==> config.mk <==
export PLATFORM = sky130hd
export DESIGN_NAME = ldpc_dvb_dec_obuf_flat
export DESIGN_NICKNAME = d
export VERILOG_FILES = /design/src/rtl/ldpc_dvb_pkg.sv /design/src/rtl/ldpc_dvb_dec_obuf_if.sv /design/src/rtl/ldpc_dvb_dec_obuf_fifo.sv /design/src/rtl/ldpc_dvb_dec_obuf.sv /design/src/flat_wrapper.sv
export SDC_FILE = /design/constraint.sdc
export NUM_CORES = 1
export LEC_CHECK = 0
export BUFFER_PORTS_ARGS = -buffer_cell sky130_fd_sc_hd__buf_2
export CORE_ASPECT_RATIO = 0.9
export CORE_MARGIN = 2
export CORE_UTILIZATION = 39
export DETAILED_ROUTE_END_ITERATION = 8
export SETUP_SLACK_MARGIN = 0.15
export SLEW_MARGIN = 30
export SYNTH_ARGS = -nofsm -noshare
export SYNTH_HDL_FRONTEND = slang
export SYNTH_SLANG_ARGS = --single-unit
==> constraint.sdc <==
create_clock -name iclk -period 11.2 [get_ports iclk]
set_input_delay 2.24 -clock iclk [delete_from_list [all_inputs] [get_ports iclk]]
set_output_delay 2.24 -clock iclk [all_outputs]
set_load 0.01 [all_outputs]
==> src/rtl/ldpc_dvb_pkg.sv <==
// Shared LDPC DVB constants plus the decoder output-buffer entry and framing types.
package ldpc_dvb_pkg;

    localparam int unsigned LDPC_DVB_DAT_W   = 8;
    localparam int unsigned LDPC_DVB_TAG_W   = 8;
    localparam int unsigned LDPC_DVB_ERR_W   = 16;
    localparam int unsigned LDPC_DVB_NITER_W = 8;
    localparam int unsigned LDPC_DVB_STAT_W  = 32;

    // One buffered output word with its framing and decoder status.
    typedef struct packed {
        logic                        sop;
        logic                        eop;
        logic [LDPC_DVB_DAT_W-1:0]   dat;
        logic [LDPC_DVB_TAG_W-1:0]   tag;
        logic                        decfail;
        logic [LDPC_DVB_ERR_W-1:0]   err;
        logic [LDPC_DVB_NITER_W-1:0] niter;
    } obuf_entry_t;

    typedef enum logic {
        FRM_IDLE  = 1'b0,
        FRM_FRAME = 1'b1
    } obuf_frm_t;

endpackage

==> src/rtl/ldpc_dvb_dec_obuf_if.sv <==
// Upstream (credit request + word) and downstream (valid/ready) buses of the decoder output buffer.
interface ldpc_dvb_dec_obuf_if #(
    parameter int unsigned pDAT_W = 8,
    parameter int unsigned pTAG_W = 8,
    parameter int unsigned pERR_W = 16
);
    logic              ifull;
    logic              oreq;
    logic              isop;
    logic              ieop;
    logic              ival;
    logic [pDAT_W-1:0] idat;
    logic [pTAG_W-1:0] itag;
    logic              idecfail;
    logic [pERR_W-1:0] ierr;
    logic [7:0]        iNiter;

    logic              irdy;
    logic              osop;
    logic              oeop;
    logic              oval;
    logic [pDAT_W-1:0] odat;
    logic [pTAG_W-1:0] otag;
    logic              odecfail;
    logic [pERR_W-1:0] oerr;
    logic [7:0]        oNiter;

    modport slave (
        input  ifull, isop, ieop, ival, idat, itag, idecfail, ierr, iNiter, irdy,
        output oreq, osop, oeop, oval, odat, otag, odecfail, oerr, oNiter
    );

    modport master (
        output ifull, isop, ieop, ival, idat, itag, idecfail, ierr, iNiter, irdy,
        input  oreq, osop, oeop, oval, odat, otag, odecfail, oerr, oNiter
    );
endinterface

==> src/rtl/ldpc_dvb_dec_obuf_fifo.sv <==
// Show-ahead FIFO of obuf entries; head reads as zero while empty.
module ldpc_dvb_dec_obuf_fifo
    import ldpc_dvb_pkg::*;
#(
    parameter int unsigned pDEPTH_W = 4
) (
    input  logic        iclk,
    input  logic        ireset,
    input  logic        wr,
    input  obuf_entry_t wdat,
    input  logic        rd,
    output obuf_entry_t head,
    output logic        empty,
    output logic        full
);
    localparam int unsigned DEPTH = 2 ** pDEPTH_W;
    localparam int unsigned PTR_W = pDEPTH_W + 1;

    obuf_entry_t      mem [DEPTH];
    logic [PTR_W-1:0] wptr;
    logic [PTR_W-1:0] rptr;
    logic             pop_c;
    logic             push_c;

    assign empty  = (wptr == rptr);
    assign full   = (wptr[pDEPTH_W] != rptr[pDEPTH_W]) &&
                    (wptr[pDEPTH_W-1:0] == rptr[pDEPTH_W-1:0]);
    assign pop_c  = rd & ~empty;
    // A pop frees the slot this same edge, so a full FIFO still accepts a write alongside it.
    assign push_c = wr & (~full | pop_c);

    always_ff @(posedge iclk or negedge ireset) begin
        if (!ireset) begin
            wptr <= '0;
            rptr <= '0;
        end else begin
            if (push_c) wptr <= wptr + PTR_W'(1);
            if (pop_c)  rptr <= rptr + PTR_W'(1);
        end
    end

    always_ff @(posedge iclk) begin
        if (push_c) mem[wptr[pDEPTH_W-1:0]] <= wdat;
    end

    assign head = empty ? '0 : mem[rptr[pDEPTH_W-1:0]];
endmodule

==> src/rtl/ldpc_dvb_dec_obuf.sv <==
// LDPC DVB decoder output buffer: credit-based upstream pull, show-ahead FIFO, framing check.
// Define LDPC_DVB_DEC_OBUF_STAT_EN to build the delivered-frame / failed-frame counters.
module ldpc_dvb_dec_obuf
    import ldpc_dvb_pkg::*;
#(
    parameter int unsigned pDAT_W   = LDPC_DVB_DAT_W,
    parameter int unsigned pTAG_W   = LDPC_DVB_TAG_W,
    parameter int unsigned pERR_W   = LDPC_DVB_ERR_W,
    parameter int unsigned pDEPTH_W = 4,
    parameter int unsigned pSTAT_W  = LDPC_DVB_STAT_W
) (
    input  logic                iclk,
    input  logic                ireset,
    input  logic                iclkena,
    input  logic                iclr,
    ldpc_dvb_dec_obuf_if.slave  bus,
    output logic                oovf,
    output logic                oframe_err,
    output logic [pSTAT_W-1:0]  oframe_cnt,
    output logic [pSTAT_W-1:0]  ofail_cnt
);
    localparam int unsigned      CRD_W = pDEPTH_W + 1;
    localparam logic [CRD_W-1:0] DEPTH = CRD_W'(2 ** pDEPTH_W);

    obuf_entry_t      wr_entry;
    obuf_entry_t      head;
    logic             empty;
    logic             full;
    logic             wr_c;
    logic             pop_c;
    logic             req_c;
    logic             dec_c;
    logic             ovf_set_c;
    logic             ferr_set_c;
    logic [CRD_W-1:0] credit;
    obuf_frm_t        state;
    obuf_frm_t        state_nxt;

    always_comb begin
        wr_entry.sop     = bus.isop;
        wr_entry.eop     = bus.ieop;
        wr_entry.dat     = LDPC_DVB_DAT_W'(bus.idat);
        wr_entry.tag     = LDPC_DVB_TAG_W'(bus.itag);
        wr_entry.decfail = bus.idecfail;
        wr_entry.err     = LDPC_DVB_ERR_W'(bus.ierr);
        wr_entry.niter   = LDPC_DVB_NITER_W'(bus.iNiter);
    end

    assign wr_c      = bus.ival & iclkena;
    assign pop_c     = ~empty & bus.irdy & iclkena;
    assign ovf_set_c = wr_c & full & ~pop_c;
    // Gated by reset too so no request escapes while the credit count is being cleared.
    assign req_c     = bus.ifull & iclkena & ireset & (credit < DEPTH);
    // Words written after a reset carry no credit; keep the count from wrapping below zero.
    assign dec_c     = pop_c & (credit != '0);

    ldpc_dvb_dec_obuf_fifo #(.pDEPTH_W(pDEPTH_W)) u_fifo (
        .iclk   (iclk),
        .ireset (ireset),
        .wr     (wr_c),
        .wdat   (wr_entry),
        .rd     (pop_c),
        .head   (head),
        .empty  (empty),
        .full   (full)
    );

    assign bus.oreq     = req_c;
    assign bus.oval     = ~empty;
    assign bus.osop     = head.sop;
    assign bus.oeop     = head.eop;
    assign bus.odat     = pDAT_W'(head.dat);
    assign bus.otag     = pTAG_W'(head.tag);
    assign bus.odecfail = head.decfail;
    assign bus.oerr     = pERR_W'(head.err);
    assign bus.oNiter   = 8'(head.niter);

    // Credits = words stored + requests outstanding.
    always_ff @(posedge iclk or negedge ireset) begin
        if (!ireset) begin
            credit <= '0;
        end else if (req_c & ~dec_c) begin
            credit <= credit + CRD_W'(1);
        end else if (~req_c & dec_c) begin
            credit <= credit - CRD_W'(1);
        end
    end

    always_ff @(posedge iclk or negedge ireset) begin
        if (!ireset) state <= FRM_IDLE;
        else if (iclkena) state <= state_nxt;
    end

    always_comb begin
        state_nxt  = state;
        ferr_set_c = 1'b0;
        if (bus.ival) begin
            case (state)
                FRM_IDLE: begin
                    if (!bus.isop)      ferr_set_c = 1'b1;
                    else if (!bus.ieop) state_nxt  = FRM_FRAME;
                end
                FRM_FRAME: begin
                    if (bus.isop) ferr_set_c = 1'b1;
                    if (bus.ieop) state_nxt  = FRM_IDLE;
                end
                default: state_nxt = FRM_IDLE;
            endcase
        end
    end

    always_ff @(posedge iclk or negedge ireset) begin
        if (!ireset) begin
            oovf       <= 1'b0;
            oframe_err <= 1'b0;
        end else if (iclkena) begin
            if (iclr) begin
                oovf       <= 1'b0;
                oframe_err <= 1'b0;
            end else begin
                if (ovf_set_c)  oovf       <= 1'b1;
                if (ferr_set_c) oframe_err <= 1'b1;
            end
        end
    end

`ifdef LDPC_DVB_DEC_OBUF_STAT_EN
    always_ff @(posedge iclk or negedge ireset) begin
        if (!ireset) begin
            oframe_cnt <= '0;
            ofail_cnt  <= '0;
        end else if (iclkena) begin
            if (iclr) begin
                oframe_cnt <= '0;
                ofail_cnt  <= '0;
            end else if (pop_c & head.eop) begin
                oframe_cnt <= oframe_cnt + pSTAT_W'(1);
                if (head.decfail) ofail_cnt <= ofail_cnt + pSTAT_W'(1);
            end
        end
    end
`else
    assign oframe_cnt = '0;
    assign ofail_cnt  = '0;
`endif
endmodule
==> src/flat_wrapper.sv <==
// flat-port wrapper written by rule: the top's interface ports become plain ports
module ldpc_dvb_dec_obuf_flat import ldpc_dvb_pkg::*;
#(
    parameter int unsigned pDAT_W   = LDPC_DVB_DAT_W,
    parameter int unsigned pTAG_W   = LDPC_DVB_TAG_W,
    parameter int unsigned pERR_W   = LDPC_DVB_ERR_W,
    parameter int unsigned pDEPTH_W = 4,
    parameter int unsigned pSTAT_W  = LDPC_DVB_STAT_W
)
  (iclk, ireset, iclkena, iclr, oovf, oframe_err, oframe_cnt, ofail_cnt, bus_ifull, bus_isop, bus_ieop, bus_ival, bus_idat, bus_itag, bus_idecfail, bus_ierr, bus_iNiter, bus_irdy, bus_oreq, bus_osop, bus_oeop, bus_oval, bus_odat, bus_otag, bus_odecfail, bus_oerr, bus_oNiter);
  ldpc_dvb_dec_obuf_if #(.pDAT_W(pDAT_W), .pTAG_W(pTAG_W), .pERR_W(pERR_W)) bus_i ();
  input  logic iclk;
  input  logic ireset;
  input  logic iclkena;
  input  logic iclr;
  output logic oovf;
  output logic oframe_err;
  output logic [pSTAT_W-1:0] oframe_cnt;
  output logic [pSTAT_W-1:0] ofail_cnt;
  input wire logic [$bits(bus_i.ifull)-1:0] bus_ifull;
  input wire logic [$bits(bus_i.isop)-1:0] bus_isop;
  input wire logic [$bits(bus_i.ieop)-1:0] bus_ieop;
  input wire logic [$bits(bus_i.ival)-1:0] bus_ival;
  input wire logic [$bits(bus_i.idat)-1:0] bus_idat;
  input wire logic [$bits(bus_i.itag)-1:0] bus_itag;
  input wire logic [$bits(bus_i.idecfail)-1:0] bus_idecfail;
  input wire logic [$bits(bus_i.ierr)-1:0] bus_ierr;
  input wire logic [$bits(bus_i.iNiter)-1:0] bus_iNiter;
  input wire logic [$bits(bus_i.irdy)-1:0] bus_irdy;
  output wire logic [$bits(bus_i.oreq)-1:0] bus_oreq;
  output wire logic [$bits(bus_i.osop)-1:0] bus_osop;
  output wire logic [$bits(bus_i.oeop)-1:0] bus_oeop;
  output wire logic [$bits(bus_i.oval)-1:0] bus_oval;
  output wire logic [$bits(bus_i.odat)-1:0] bus_odat;
  output wire logic [$bits(bus_i.otag)-1:0] bus_otag;
  output wire logic [$bits(bus_i.odecfail)-1:0] bus_odecfail;
  output wire logic [$bits(bus_i.oerr)-1:0] bus_oerr;
  output wire logic [$bits(bus_i.oNiter)-1:0] bus_oNiter;
  assign bus_i.ifull = bus_ifull;
  assign bus_i.isop = bus_isop;
  assign bus_i.ieop = bus_ieop;
  assign bus_i.ival = bus_ival;
  assign bus_i.idat = bus_idat;
  assign bus_i.itag = bus_itag;
  assign bus_i.idecfail = bus_idecfail;
  assign bus_i.ierr = bus_ierr;
  assign bus_i.iNiter = bus_iNiter;
  assign bus_i.irdy = bus_irdy;
  assign bus_oreq = bus_i.oreq;
  assign bus_osop = bus_i.osop;
  assign bus_oeop = bus_i.oeop;
  assign bus_oval = bus_i.oval;
  assign bus_odat = bus_i.odat;
  assign bus_otag = bus_i.otag;
  assign bus_odecfail = bus_i.odecfail;
  assign bus_oerr = bus_i.oerr;
  assign bus_oNiter = bus_i.oNiter;
  ldpc_dvb_dec_obuf #(.pDAT_W(pDAT_W), .pTAG_W(pTAG_W), .pERR_W(pERR_W), .pDEPTH_W(pDEPTH_W), .pSTAT_W(pSTAT_W)) u_core (.iclk(iclk), .ireset(ireset), .iclkena(iclkena), .iclr(iclr), .bus(bus_i), .oovf(oovf), .oframe_err(oframe_err), .oframe_cnt(oframe_cnt), .ofail_cnt(ofail_cnt));
endmodule
==> flow_summary.yaml <==
sta:
  max_freq_ghz: 0.163
  rsz0062_at_grt: "false"
  final_max_slew_viol_count: 0
  slew_headroom: 0.353
  fin_crit_sh: 0.549
  finalHoldViolCount: 0
  setup-tns-final_ps: 0
  setup_viol: 0
  skew_ps: 15.0
  min_period_ps: 6150
  tightest_slew_ps: 971
route:
  drc_errors: 0
  wire_per_inst_um: 26.4
  drtIter0Drc: 1282
  totalWireLength_um: 62600
  via_per_inst: 5.37
  dr.pass1.iters: 7
  num_vias: 12700
  ant_nets: 0
logic_synthesis:
  yosysMostFrequentCell: "edfxtp_1"
  syn_inst: 1236
  synth-seq-cells: 706
  synth_cell_types: 38
  synth_area_per_cell_um2: 22.2
  yosys_warnings: 0
  synth_area_um2: 27400
  synth_top_area_share: 0.754
  yosys-top-cells-count: "edfxtp_1, mux4_2, a22oi_1, buf_4, a21oi_1"
  async_flop_share: 0.0255
  synth_top_flop_cell: "edfxtp_1"
  yosys.area.top_type: "edfxtp_1"
  synth_area_leaders: "edfxtp_1, mux4_2, a22oi_1"
  synth_edf_count: 688
  ys_seq_area_frac: 0.771
critical_path:
  crit_buf_inv: 2
  cp_max_fo: 64
  worstPathArrival_ps: 3910
  cpPeakStageDelay_ps: 1030
  end_kind: "primary output"
  crit_family: "simple AND/OR/NAND/NOR gates"
  worstSetupPathType: "flip-flop to primary output"
  required_ps: 8960
  worstPathCellList: "xor2_1, nor4_4, and2_2, buf_4, a21oi_1, buf_2"
  worstSetupStartpointType: "flip-flop"
  slowest_stage: "dfrtp_4"
clock_network:
  cts_buffers: 72
  worstSkewPairLatency_ps: 610
  cts_max_level: 3
  cts_resized: 0
  clockBufferDepth: 3
  cts_tree: "built"
  cts_sinks: 706
  root_buffer: "clkbuf_16"
  postCtsSetupRepairBufs: 0
  path_clk_slew_ps: 60
  cts-hold-fix-buffers: 0
global_routing:
  antenna_found_initial: 7
  grt_start_max_net_pins: 107
  grt_overflow: 0
  grt_pass1_wl_um: 91400
  grt_pass1_vias: 13100
  track_usage: 0.174
cells_and_area:
  stdcell_area_um2: 31100
  area_delta_synth_final_pct: 13.7
  seq_area_um2: 21100
  nets: 1428
  drive_gt1_frac: 0.292
  post-route-util: 0.446
  nFillCells: 5884
  multi_input_area_um2: 5830
placement:
  io_buffer_count: 96
  dp_hpwl_um: 32000
  placedInstanceArea_um2: 29000
  routabilityCongestion: 0.703
floorplanning:
  die_w_um: 283
  boundaryPins: 161
  rows: 92
  start_util: 0.393
  dieHeight_um: 255
  dieArea_um2: 72400
  coreArea_um2: 69800
outcome:
  status: "finished, final reports clean"
hold_path:
  hold_path.class: "flip-flop to flip-flop"
flow_run:
  drv_cap: 0
pwr:
  leakage_nw: 9.93
  total_power_mw: 7.56
  ir_drop_mv: 0.143
  p_per_area_nw_per_um2: 243
-- layer usage --
metal	track usage	part of all wire	vias to the layer above
met5	0	0.00045	-
met4	0.0506	0.022	4
met3	0.0329	0.054	88
met2	0.290	0.51	418
met1	0.234	0.42	6826
li1	-	-	5374
-- placed cells by master, fill, tap and decap left out, types with 4 or more instances in the layout --
master       n
edfxtp_1   688
mux4_2     172
buf_2       96
a22oi_1     86
clkbuf_16   77
conb_1      64
a21oi_1     53
clkbuf_1    25
buf_4       23
dfrtp_1     16
clkinv_1    15
xor2_1      12
ha_1         9
clkinv_2     8
buf_12       8
and4b_4      7
xnor2_1      6
nand2_1      5
inv_1        4
-- state kept, by name, summed over array words and instances, names as in the netlist --
signal / flops
u_core.oframe_err: 1
u_core.u_fifo.mem: 688
u_core.oovf: 1
u_core.credit: 5
u_core.u_fifo.rptr: 5
u_core.u_fifo.wptr: 5
u_core.state: 1
-- cell type report --
type                    count  share of cell area
diodes                      3            0.000241
clock buffers             102              0.0649
clock inverters            27             0.00414
inverters                   5            0.000603
multi-input cells         455               0.187
flip-flops and latches    706               0.678
well taps                 940              0.0378
repair buffers            128              0.0270
-- power by group --
part | internal (mW) | switching, mW
logic | 0.955 | 1.17
clock network | 1.26 | 0.950
registers | 3.06 | 0.169
-- metrics by stage --
step	cells	worst slack [ps]	hold WS (ps)
6_report	2366	5050	492
5_1_grt	2364	4730	510
4_1_cts	2362	4890	492
3_5_place_dp	2233	5550	484
3_3_place_gp	2226	5640	477
2_1_floorplan	1299	3370	456
-- logic make-up (layout without fill, tap and decap cells) --
family                     after synthesis  count (layout)  share of synthesized area
DFF                                    706             706                      0.771
muxes                                  176             176                      0.143
AOI/OAI and AO/OA                      150             150                     0.0363
buffers and inverters                  138             262                     0.0292
and+or+nand+nor                         37              37                    0.00982
xor gates and xnor gates                18              18                    0.00576
adders and majority gates               10              10                    0.00484
other                                    1              67                   0.000137
-- worst paths after layout --
kind	from	endpoint	slack, ps	cells after the start
max reg2reg	u_core.u_fifo.rptr[1]	u_core.u_fifo.mem[10][33]	7260	5
min	u_core.credit[4]	u_core.credit[4]	490	1
max	u_core.u_fifo.rptr[1]	bus_oNiter[0]	5050	6
min in group asynchronous	ireset	u_core.credit[0]	1570	1
max in group asynchronous	ireset	u_core.u_fifo.rptr[0]	9290	1
min reg2reg	u_core.credit[4]	u_core.credit[4]	490	1
No activity file was read; power rests on OpenSTA's default activity.
